File: src/rtl/deserializer.sv
// Gathers N_SAMPLES words from a valid/ready stream into one parallel frame.
// The next frame's first word can be captured on the same edge that the current frame leaves.
module deserializer #(
   parameter int BIT_WIDTH = 32,
   parameter int N_SAMPLES = 8
) (
   input  logic                 clk,
   input  logic                 reset,
   input  logic [BIT_WIDTH-1:0] recv_msg,
   input  logic                 recv_val,
   output logic                 recv_rdy,
   output logic [BIT_WIDTH-1:0] send_msg [N_SAMPLES],
   output logic                 send_val,
   input  logic                 send_rdy
);

   localparam int CNT_W = $clog2(N_SAMPLES);
   localparam logic [CNT_W-1:0] LAST = CNT_W'(N_SAMPLES - 1);

   typedef enum logic {FILL, FULL} state_e;

   state_e               state_q, state_d;
   logic [CNT_W-1:0]     cnt_q, cnt_d;
   logic [BIT_WIDTH-1:0] data_q [N_SAMPLES];
   logic [BIT_WIDTH-1:0] data_d [N_SAMPLES];

   always_comb begin
      state_d = state_q;
      cnt_d   = cnt_q;
      data_d  = data_q;
      case (state_q)
         FILL: begin
            if (recv_val) begin
               data_d[cnt_q] = recv_msg;
               if (cnt_q == LAST) begin
                  cnt_d   = '0;
                  state_d = FULL;
               end else begin
                  cnt_d = cnt_q + CNT_W'(1);
               end
            end
         end
         FULL: begin
            // Frame departs; a concurrent input word becomes word 0 of the next frame.
            if (send_rdy) begin
               state_d = FILL;
               if (recv_val) begin
                  data_d[0] = recv_msg;
                  cnt_d     = CNT_W'(1);
               end
            end
         end
         default: state_d = FILL;
      endcase
   end

   always_ff @(posedge clk) begin
      if (reset) begin
         state_q <= FILL;
         cnt_q   <= '0;
         data_q  <= '{default: '0};
      end else begin
         state_q <= state_d;
         cnt_q   <= cnt_d;
         data_q  <= data_d;
      end
   end

   assign recv_rdy = (state_q == FILL) || send_rdy;
   assign send_val = (state_q == FULL);
   assign send_msg = data_q;

endmodule

File: config.mk
export PLATFORM = sky130hd
export DESIGN_NAME = deserializer
export DESIGN_NICKNAME = d
export VERILOG_FILES = /design/src/rtl/deserializer.sv
export SDC_FILE = /design/constraint.sdc
export NUM_CORES = 1
export LEC_CHECK = 0
export BUFFER_PORTS_ARGS = -buffer_cell sky130_fd_sc_hd__buf_2
export CORE_MARGIN = 5
export CORE_UTILIZATION = 56
export DETAILED_ROUTE_END_ITERATION = 10
export PLACE_DENSITY = 0.85
export SYNTH_ARGS = -nofsm -noshare
export SYNTH_HDL_FRONTEND = slang
export SYNTH_SLANG_ARGS = --single-unit
File: constraint.sdc
create_clock -name clk -period 3 [get_ports clk]
set_input_delay 0.45 -clock clk [delete_from_list [all_inputs] [get_ports clk]]
set_output_delay 0.45 -clock clk [all_outputs]
set_load 0.005 [all_outputs]
==> impl_metrics.ini, run 1 <==
[routing]
drt-total-wl_mm = 34.14
drtAntennaViolNets = 0
drc_errors = 0
dr.pass1.iters = 5
wire_per_inst_um = 20.27
drtIter0Drc = 1049
via_count = 10444
via_per_inst = 6.202

[yosys]
ys_seq_area_share_pct = 49.81
synth_adder_area_share_pct = 0.2395
synth.distinct_cells = 27
synthSimpleGateAreaFrac_pct = 16.03
synthXorXnorAreaFrac_pct = 0
synthTopCellsByArea = dfxtp_1 50%, a21oi_1 11%, nand3_1 11%, o21ai_0 10%, clkbuf_1 4.5%
synth_top_family_by_area = compound AO/OA/AOI/OAI gates
netlist_area_mm2 = 0.01045
yosys_register_bits = 260
synth_compound_area_share_pct = 23.46
syn_inst = 1268
synth.net_count = 1306
muxShareOfSynthArea_pct = 3.065
synth_top_area_share_pct = 49.81
ys_warn_count = 0
yosysTopAreaCell = dfxtp_1
syn_area_per_cell_um2 = 8.241

[hold_path]
hold_path_class = in -> reg

[clock_network]
cts_buffer_depth = 3
clock-root-buffer = clkbuf_16
clock-sinks = 260
cts_tree = built
clk_latency_ns = 0.52
htreeDepth = 1
cts_setup_buffers = 0
numCtsBuffers = 27
ctsResizeCount = 0
clk_pin_slew_ns = 0.06
cts_hold_buffers = 0

[floorplanning]
rows = 50
pin_count = 294
initial_core_util_pct = 56.43
die_h_um = 146.6
die_x_um = 146.6
coreArea_mm2 = 0.01852
dieArea_mm2 = 0.02149

[global_route]
overflow = 0
met1_usage_pct = 38.72
grt_max_degree = 121
gr-usage-met3_pct = 6.952
antenna_found_initial = 0
grt_pass1_wl_mm = 53.15
first_global_vias = 9525
grt_use_met2_pct = 47.66
track_usage_pct = 29.86
busiest_layer = met2

[sta]
fin_skew_ns = 0.01045
rsz0062_at_grt = no
finalCritPeriodShare_pct = 81.26
slew_violations = 0
hold_viol_final = 0
layout_min_cycle_time_ns = 2.438
fin_ws_ns = 0.5622
fmax_ghz = 0.4102
setup_tns_ns = 0
slew_headroom_pct = 23.18
finalSetupViolations = 0
worst_slew_pin_slew_ns = 1.152

[placement]
dp.cells = 1639
port_buffers = 293
dp_hpwl_mm = 20.64
place.gp.congestion = 0.8486
pre_cts_ws_ns = 0.8481

[power]
clkPwrFrac_pct = 43.4
seqPwrFrac_pct = 48.8
finalPower_uw = 7248
intPower_uw = 5480
power_frac_comb_pct = 7.9
switchingPower_uw = 1768
swShare_pct = 24.39
leakagePower_uw = 0.005080
ir_drop_uv = 413.9
power_density_mw_per_mm2 = 578.5

[cells_and_area]
most-common-layout-cells = 292 x buf_2, 260 x dfxtp_1, 228 x a21oi_1, 224 x nand3_1, 213 x o21ai_0
fin_nets = 1472
multi_input_area_mm2 = 0.004512
fillCellCount = 1521
seq_area_mm2 = 0.005205
synthToLayoutAreaGrowth_pct = 19.90
final_common_cell = buf_2
stdcell_count = 1684
drive_gt1_share_pct = 24.97
antenna_cells = 0

[setup_path]
reg2reg_setup_slack_ns = 0.75
cp.arrival_ns = 1.99
worstPathRequired_ns = 2.55
worst_setup_path_start_kind = flop
end_kind = output pin
cp_max_fo = 35
crit_type = reg -> out

[status]
status = finished clean

[job]
cap_violations = 0
==> path summary, 6_finish.rpt <==
| check | startpoint | endpoint | depth (start not counted) |
|---|---|---|---|
| setup / recovery | send_val | recv_rdy | 4 |
| hold / removal | recv_msg[31] | send_msg[63] | 3 |
| setup reg to reg | cnt_q[1] | send_msg[18] | 3 |
| hold reg to reg | send_msg[52] | send_msg[52] | 2 |
==> stage by stage <==
| stage | hold slack [ns] | area [um2] | util [%] |
|---|---|---|---|
| floorplan | 0.4687 | 10450 | - |
| global placement | 0.4561 | 11700 | 63.20 |
| detailed placement | 0.4633 | 11700 | 63.20 |
| CTS | 0.2596 | 12530 | 67.66 |
| global route | 0.2730 | 12530 | 67.66 |
| finish | 0.2700 | 12530 | 67.66 |
==> Yosys cell counts (all sizes together) <==
master and count:
o21ai 261, nor2b 36, nor2 2, and3b 1
nor4 1, nor3b 1, clkbuf 125, ha 2
or3b 1, nand2b 34, nor4b 1, mux2i 32
and2 2, nand2 3, nand3 224, buf 49
nor3 1, inv 2, a21oi 228, dfxtp 260
nand3b 1, or2 1
==> flip-flops by register name, indices dropped and copies added, names as in the netlist <==
register  flops
send_msg    256
send_val      1
cnt_q         3
==> power by group through the flow <==
stage / Combinational (uW) / Sequential (uW) / Clock (uW)
final: 571 / 3540 / 3140
after global routing: 613 / 3540 / 3310
after CTS: 565 / 3530 / 3160
after detailed placement: 563 / 3610 / 0
after global placement: 555 / 3610 / 0
after floorplan: 383 / 3600 / 0
==> layout make-up <==
type | instances | area share (%)
inverters | 2 | 0.05992
well taps | 234 | 2.337
repair buffers | 311 | 13.45
flip-flops and latches | 260 | 41.54
clock buffers | 41 | 6.371
clock inverters | 4 | 0.2297
multi-input cells | 832 | 36.01
==> worst max-delay path: stages (launching register included) <==
cell	delay [ns]
dfxtp_1	0.51
buf_4	0.39
nor2b_1	0.34
inv_1	0.10
buf_2	0.14
==> routing by layer <==
metal / vias to the layer above / wire length (um) / part of all wire, %
met5: - / 0 / 0
met4: 0 / 1736 / 5.1
met3: 116 / 3527 / 10
met2: 637 / 16070 / 47
met1: 4922 / 12810 / 38
li1: 4769 / - / -
==> cell families after synthesis <==
group / count (synthesis)
adder cells (fa/ha/maj): 2
AND/OR/NAND/NOR: 309
multiplexers: 32
AO/OA/AOI/OAI: 489
flip-flops: 260
buffers and inverters: 176
No activity file was read; power rests on OpenSTA's default activity.
==> run 2, diff against run 1 <==
- CORE_UTILIZATION: 56 -> 52
- PLACE_DENSITY: 0.85 -> 0.8
- clock period: 3 -> 2.26 ns (I/O delays scaled with it)
==> run 2 against run 1 <==
Clock power grew 39%; via count is 0.90% lower; critical path depth is the same; hold slack worse by 0.098 ns; global-route usage decreased by 1.7 points; utilization is 2.9 points lower; combinational power rose by 36%; non-clock buffer count rose by 7; flip-flop and latch count unchanged; wire length up 2.0%; largest power group unchanged.
==> impl_metrics.ini, run 2 (synthesis gave the netlist of run 1 again) <==
[sta]
slew_violations = 0
rsz0062_at_grt = no
worst_slew_pin_slew_ns = 1.115
layout_min_cycle_time_ns = 2.156
finalCritPeriodShare_pct = 95.41
fin_ws_ns = 0.1038
slew_headroom_pct = 25.65
fin_skew_ns = 0.009943
fmax_ghz = 0.4638
hold_viol_final = 0
finalSetupViolations = 0
setup_tns_ns = 0

[clock_network]
clk_latency_ns = 0.53
cts_tree = built
ctsResizeCount = 0
cts_hold_buffers = 0
clk_pin_slew_ns = 0.06
htreeDepth = 1
cts_buffer_depth = 3
clock-root-buffer = clkbuf_16
numCtsBuffers = 26
cts_setup_buffers = 0
clock-sinks = 260

[setup_path]
crit_path_max_incr_delay_ns = 0.46
path_delay_family = buffers and inverters
startpoint = send_val
cp.arrival_ns = 1.82
worst_setup_path_start_kind = flop
r2r_end = send_msg[62]
critPathCapture = recv_rdy
end_kind = output pin
critical-path-slowest-cell = dfxtp_1
reg2reg_setup_slack_ns = 0.18
crit_type = reg -> out
worstPathRequired_ns = 1.92
cp.depth = 4
cp_cell_sequence = buf_6, nor2b_1, inv_1, buf_2
cp_max_fo = 32
reg2reg_from = cnt_q[0]
reg2reg_depth = 3
worst-path-buf-inv = 3

[global_route]
track_usage_pct = 28.18
overflow = 0
grt_max_degree = 97
antenna_found_initial = 0
first_global_vias = 9313
grt_pass1_wl_mm = 52.09

[floorplanning]
dieArea_mm2 = 0.02303
die_x_um = 151.8
coreArea_mm2 = 0.01965
rows = 51
die_h_um = 151.8
initial_core_util_pct = 53.17
pin_count = 294

[routing]
wire_per_inst_um = 20.19
dr.pass1.iters = 5
via_per_inst = 6.003
drt-total-wl_mm = 34.80
met2_length_mm = 16.59
drtIter0Drc = 838
drt-met1-wl_mm = 13.33
drc_errors = 0
route.met3.wl_mm = 3.669
drtAntennaViolNets = 0
via_count = 10350
top_layer = met4

[cells_and_area]
fin_nets = 1479
final_common_cell = buf_2
antenna_cells = 0
drive_gt1_share_pct = 25.43
most-common-layout-cells = 292 x buf_2, 260 x dfxtp_1, 228 x a21oi_1, 224 x nand3_1, 213 x o21ai_0
largest_register_ffs = 256
synthToLayoutAreaGrowth_pct = 21.73

[placement]
port_buffers = 293
dp_hpwl_mm = 21.62
place.gp.congestion = 0.8141
pre_cts_ws_ns = 0.1809

[power]
finalPower_uw = 9832
power_density_mw_per_mm2 = 772.9
ir_drop_uv = 556.9
leakagePower_uw = 0.005166

[status]
status = finished clean

[hold_path]
hold_path_class = in -> reg

[job]
cap_violations = 0
-- run 2: cell count changes in the layout (fill, tap and decap cells not counted), sizes merged --
cell / before / now
clkinv: 2 / 4
or3b: 1 / 2
bufinv: 0 / 2
clkbuf: 42 / 41
clkinvlp: 2 / 0
buf: 310 / 317
-- run 2: area by class of cell --
cell class	count	area (um2)
fillers	1694	6933
flip-flops and latches	260	5205
multi-input cells	833	4521
repair buffers	318	1792
clock buffers	40	784.5
well taps	265	331.6
clock inverters	6	80.08
inverters	2	7.507
-- run 2: power by group --
part	switching (uW)	internal [uW]
clock	1760	2600
combinational	554	224
sequential	44.4	4650
total	2360	7470
-- run 2: per-layer routing --
layer / vias up / track usage, %
met5: - / 0
met1: 4906 / 36.95
met2: 569 / 45.42
met3: 85 / 6.544
li1: 4790 / -
met4: 0 / 10.60
-- run 2: through the flow --
step / area, um2 / util, % / std cells / hold WS [ns]
2_1_floorplan: 10450 / - / 1268 / 0.4687
3_3_place_gp: 11840 / 60.26 / 1677 / 0.4564
3_5_place_dp: 11840 / 60.26 / 1677 / 0.4636
4_1_cts: 12710 / 64.66 / 1723 / 0.1568
5_1_grt: 12720 / 64.73 / 1724 / 0.1700
6_report: 12720 / 64.73 / 1724 / 0.1716
-- run 2: worst reg2reg max path, delay by kind of cell (launching register included) --
family,cells,cell delay (ns)
compound gates,2,0.43
flops,1,0.63
simple gates,1,0.95
-- run 2: worst min-delay path by stage --
stage / start / endpoint / slack [ns] / depth (start not counted)
floorplan: send_msg[226] / send_msg[226] / 0.47 / 2
global route: recv_msg[6] / send_msg[38] / 0.17 / 3
finish: recv_msg[28] / send_msg[92] / 0.17 / 3
detailed placement: send_msg[25] / send_msg[25] / 0.46 / 2
global placement: send_msg[45] / send_msg[45] / 0.46 / 2
CTS: recv_msg[10] / send_msg[202] / 0.16 / 3
